## src/rtl/gray_pkg.sv

```systemverilog
// Shared Gray-code helpers for the async FIFO pointer engines.
// Functions work on a 32-bit word; callers zero-extend in and truncate out.
package gray_pkg;

  localparam int max_w = 32;
  localparam int default_addr_bits = 4;

  typedef logic [max_w-1:0] word_t;

  function automatic word_t bin2gray(input word_t v);
    return v ^ (v >> 1);
  endfunction

  // Upper zero bits contribute nothing to the prefix XOR, so zero-extension is safe.
  function automatic word_t gray2bin(input word_t g);
    word_t b;
    b[max_w-1] = g[max_w-1];
    for (int i = max_w - 2; i >= 0; i--) begin
      b[i] = b[i+1] ^ g[i];
    end
    return b;
  endfunction

endpackage

```

## src/rtl/gray_sync_chain.sv

```systemverilog
// Multi-flop synchroniser for a Gray-coded bus crossing into this clock domain.
// All stages reset synchronously to zero.
module gray_sync_chain #(
  parameter int width  = 5,
  parameter int stages = 2
) (
  input  logic             clk,
  input  logic             reset,
  input  logic [width-1:0] d,
  output logic [width-1:0] q
);

  (* async_reg = "true", preserve = "true" *) logic [width-1:0] stage_q [stages];

  always_ff @(posedge clk) begin
    if (reset) begin
      for (int i = 0; i < stages; i++) begin
        stage_q[i] <= '0;
      end
    end else begin
      stage_q[0] <= d;
      for (int i = 1; i < stages; i++) begin
        stage_q[i] <= stage_q[i-1];
      end
    end
  end

  assign q = stage_q[stages-1];

endmodule

```

## src/rtl/gray_fifo_ptr.sv

```systemverilog
// One-side pointer engine of a dual-clock FIFO: local binary/Gray pointer, synchronised remote
// pointer, registered full/empty flag. Fill level is built only with GRAY_FIFO_PTR_LEVEL_EN.
module gray_fifo_ptr
  import gray_pkg::*;
#(
  parameter int addr_bits   = default_addr_bits,
  parameter bit is_write    = 1'b1,
  parameter int sync_stages = 2
) (
  input  logic                 clk,
  input  logic                 reset,
  input  logic                 req,
  output logic                 ack,
  output logic [addr_bits-1:0] ptr_addr,
  output logic [addr_bits:0]   ptr_gray,
  input  logic [addr_bits:0]   remote_gray_in,
  output logic                 flag,
  output logic [addr_bits:0]   level
);

  localparam int ptr_w = addr_bits + 1;
  typedef logic [addr_bits:0] ptr_t;

  // Full when the remote pointer is exactly one lap behind: top two Gray bits inverted.
  localparam ptr_t full_mask = ptr_t'(3) << (addr_bits - 1);

  if (sync_stages < 2 || sync_stages > 4) begin : g_bad_stages
    $error("gray_fifo_ptr: sync_stages must be in 2..4");
  end

  ptr_t ptr_bin;
  ptr_t ptr_bin_next;
  ptr_t gray_next;
  ptr_t rg_s;
  logic flag_next;

  gray_sync_chain #(
    .width  (ptr_w),
    .stages (sync_stages)
  ) u_sync (
    .clk   (clk),
    .reset (reset),
    .d     (remote_gray_in),
    .q     (rg_s)
  );

  assign ack          = req & ~flag & ~reset;
  assign ptr_bin_next = ptr_bin + ptr_t'(ack);
  assign gray_next    = ptr_t'(bin2gray(word_t'(ptr_bin_next)));
  assign ptr_addr     = ptr_bin[addr_bits-1:0];

  always_comb begin
    flag_next = 1'b0;
    if (is_write) flag_next = (gray_next == (rg_s ^ full_mask));
    else          flag_next = (gray_next == rg_s);
  end

  always_ff @(posedge clk) begin
    if (reset) begin
      ptr_bin  <= '0;
      ptr_gray <= '0;
      flag     <= ~is_write;
    end else begin
      ptr_bin  <= ptr_bin_next;
      ptr_gray <= gray_next;
      flag     <= flag_next;
    end
  end

`ifdef GRAY_FIFO_PTR_LEVEL_EN
  ptr_t rb_s;
  ptr_t level_next;

  assign rb_s       = ptr_t'(gray2bin(word_t'(rg_s)));
  assign level_next = is_write ? (ptr_bin_next - rb_s) : (rb_s - ptr_bin_next);

  always_ff @(posedge clk) begin
    if (reset) level <= '0;
    else       level <= level_next;
  end
`else
  assign level = '0;
`endif

endmodule

```

## config.mk

```make
export PLATFORM = sky130hd
export DESIGN_NAME = gray_fifo_ptr
export DESIGN_NICKNAME = d
export VERILOG_FILES = /design/src/rtl/gray_pkg.sv /design/src/rtl/gray_sync_chain.sv /design/src/rtl/gray_fifo_ptr.sv
export SDC_FILE = /design/constraint.sdc
export NUM_CORES = 1
export LEC_CHECK = 0
export CAP_MARGIN = 20
export CORE_UTILIZATION = 41
export CTS_CLUSTER_DIAMETER = 30
export CTS_CLUSTER_SIZE = 10
export DETAILED_ROUTE_END_ITERATION = 10
export GPL_TIMING_DRIVEN = 0
export PLACE_DENSITY = 0.79
export SYNTH_ARGS = -nofsm -noshare
export SYNTH_HDL_FRONTEND = slang
export SYNTH_SLANG_ARGS = --single-unit
```

## constraint.sdc

```tcl
create_clock -name clk -period 2 [get_ports clk]
set_input_delay 0.2 -clock clk [delete_from_list [all_inputs] [get_ports clk]]
set_output_delay 0.2 -clock clk [all_outputs]
set_load 0.02 [all_outputs]
```

==> results.tsv <==
stage	metric	value	unit
pwr	power per cell area	722	nW/µm²
setup_path	FF-to-FF setup slack	0.13	ns
sta	Final TNS setup	0	ns
sta	Hold Fails Final Rpt	0	
cts	# H-tree levels	1	
drt	Remaining DRCs	0	
global_route	vias in the first global route	521	
drt	Antenna Nets Post-Route	0	
cts	Worst-Skew Late Latency	0.31	ns
sta	RSZ-0062 raised after global routing	false	
pwr	Peak VDD IR	509	µV
outcome	status	completed	
global_route	initial antenna violation count	0	
pwr	Leak	0.000493	µW
placed_design	Final Wtd Congestion	0.806	
logic_synthesis	Synth Area in Simple Gates	17.9	%
drt	Post-Route WL	1.42	mm
logic_synthesis	synthesized area	840	µm²
drt	Via density	4.44	
setup_path	Worst R2R End	flag	
logic_synthesis	Synth Warn #	0	
cts	total clock sinks	20	
logic_synthesis	post-synthesis xor/xnor area fraction	19.2	%
global_route	largest net degree at the start of global routing	13	
floorplan	die area	2230	µm²
logic_synthesis	Yosys reg bits	20	
logic_synthesis	multiplexer share of the synthesized area	0	%
floorplan	Core Rows	16	
setup_path	critical path launch point type	input pin	
logic_synthesis	sequential area share after synthesis	47.7	%
logic_synthesis	main combinational cell family by area after synthesis	XOR/XNOR gates	
cts	Num CTS Buffers	3	
cts	Clk pin slew, worst setup/hold paths	0.11	ns
cts	root buf cell	clkbuf_4	
logic_synthesis	Syn Area/Cell	10.8	µm²
setup_path	CP endpoint kind	register	
placed_design	HPWL after detailed placement	1.00	mm
setup_path	worst setup path startpoint	req	
global_route	all-layer global routing usage	15.4	%
floorplan	core box area	1940	µm²
sta	max-slew violations	0	
sta	skew final	0.00508	ns
cells_and_area	Final #Nets	119	
logic_synthesis	ranking of synthesized cells by area	dfxtp_1 (48%), nor2b_1 (9.7%), xor3_1 (5.7%), xnor2_1 (5.2%), xor2_1 (5.2%)	
worst_hold_path	Min-Delay Path Class	input pin to register	
floorplan	io pins	24	
logic_synthesis	post-synth cell types	22	
setup_path	Max FO, Critical Path	5	
logic_synthesis	Compound-Gate Fraction of Synth Area	5.81	%
floorplan	die span in y	47.3	µm
cells_and_area	Area Overhead vs Synth	43.1	%
global_route	total gr overflow	0	
cts	CTS Buffer Depth	2	
setup_path	worst r2r path cells	7	
logic_synthesis	post-synth top area share	47.7	%
sta	Final Setup Violations	0	
placed_design	Placed Cells	127	
setup_path	Required @ worst endpoint	2.25	ns
sta	fin crit share	94.0	%
drt	WL/cell	10.5	µm
global_route	first-pass GRT wire length	2.20	mm
sta	maximum clock frequency	532	MHz
sta	worst setup margin	0.120	ns
setup_path	CP endpoint	flag	
floorplan	Die X	47.3	µm
sta	post-layout minimum cycle time	1.88	ns
cts	TritonCTS clock tree	built	
floorplan	initial core utilization	43.2	%
setup_path	Crit Path Category	input pin to register	
placed_design	area of placed instances	1110	µm²
setup_path	worst r2r src	flag	
logic_synthesis	Post-Synthesis Cells	78	
pwr	Total Power	867	µW
logic_synthesis	cell taking the most area after synthesis	dfxtp_1	
cells_and_area	non-filler cells, final	135	
run	max_cap viols	0	
placed_design	port buffer count	18	
drt	Via Count	600	
logic_synthesis	Post-Synth Adder-Cell Area	2.98	%
placed_design	pre-CTS setup slack	-0.478	ns
cells_and_area	share of layout cells above drive strength 1	19.4	%
cells_and_area	ant diodes	0	
cells_and_area	Finished Cell Area	1200	µm²
drt	router iterations before antenna repair	3	
drt	initial DRC count	3	
setup_path	crit path DAT	2.13	ns
==> per-layer routing <==
layer  global-route usage (%)  wire (µm)  share of wire (%)
met2                     23.8        703                 49
met3                     5.00         88                6.2
met5                        0          0                  0
met1                     15.9        576                 40
met4                     15.4         56                3.9
==> what timing repair did <==
item	in CTS	in global routing
gates resized for setup	3	0
setup endpoints to repair	2	0
hold buffers	0	0
buffers inserted	4	0
==> metrics by stage <==
step                hold WS, ns  util (%)
floorplan                 0.328         -
global placement          0.417      57.2
detailed placement        0.422      57.2
CTS                       0.360      61.9
global route              0.370      61.9
finish                    0.367      61.9
==> cell type report <==
type	instances	area [µm²]
fillers	173	741
multi-input cells	54	444
flip-flops and latches	20	402
repair buffers	22	209
plain buffers	8	60.1
well taps	27	33.8
clock inverters	1	30.0
clock buffers	3	22.5
==> state kept, by name (all words and copies together), names as in the netlist <==
register,flops
u_sync.stage_q,10
flag,1
ptr_bin,4
ptr_gray,5
==> synthesized netlist by cell type, drive strengths merged <==
cell	count
dfxtp	20
nor2b	13
buf	6
nor2	6
xnor2	5
xor2	5
a21boi	2
a21oi	2
clkbuf	2
ha	2
nand3	2
o21ai	2
or3	2
xor3	2
a31oi	1
and4b	1
conb	1
nand4	1
nor3b	1
o21a	1
xnor3	1
==> logic make-up after synthesis <==
logic type | count (synthesis)
AOI/OAI and AO/OA | 8
DFF | 20
and+or+nand+nor | 26
buffers and inverters | 8
xor gates and xnor gates | 13
adders and majority gates | 2
other | 1
==> power by group <==
part           leakage, µW  internal, µW  switching (µW)
clock            0.0000279           203             131
sequential        0.000164           414            6.99
combinational     0.000301          67.1            46.2
==> layout by cell type, fill, tap and decap left out <==
cell type | netlist | layout
dlygate4sd2_1 | 0 | 1
xnor2_1 | 5 | 5
buf_4 | 5 | 9
clkdlybuf4s50_1 | 0 | 17
clkbuf_4 | 0 | 3
o21ai_0 | 2 | 2
nand4_1 | 1 | 1
a21oi_1 | 2 | 1
nor3b_4 | 0 | 1
a21oi_2 | 0 | 1
nor2b_1 | 13 | 13
dfxtp_2 | 0 | 1
xor3_1 | 2 | 2
clkbuf_1 | 2 | 1
or3_1 | 2 | 2
a21boi_0 | 2 | 2
a31oi_1 | 1 | 1
conb_1 | 1 | 5
dfxtp_1 | 20 | 19
bufinv_16 | 0 | 1
xnor3_4 | 1 | 1
o21a_1 | 1 | 1
xor2_1 | 5 | 5
nor2_1 | 6 | 6
and4b_1 | 1 | 1
buf_2 | 1 | 1
nand3_1 | 2 | 2
ha_4 | 0 | 2
clkbuf_8 | 0 | 1
==> worst max-delay path: stages <==
cell	delay, ns
clkdlybuf4s50_1	0.46
nor3b_4	0.23
ha_4	0.18
ha_4	0.15
xnor3_4	0.49
xor2_1	0.16
nand4_1	0.14
a21oi_2	0.12
==> worst min-delay path by stage <==
| stage | from | endpoint | slack, ns | cells past startpoint |
|---|---|---|---|---|
| floorplan | remote_gray_in[0] | u_sync.stage_q[0][0] | 0.33 | 1 |
| global placement | u_sync.stage_q[0][4] | u_sync.stage_q[0][9] | 0.42 | 1 |
| finish | reset | flag | 0.37 | 4 |
| global route | reset | flag | 0.37 | 4 |
| detailed placement | u_sync.stage_q[0][2] | u_sync.stage_q[0][7] | 0.42 | 1 |
| CTS | reset | flag | 0.36 | 4 |
No activity file was read; power rests on OpenSTA's default activity.
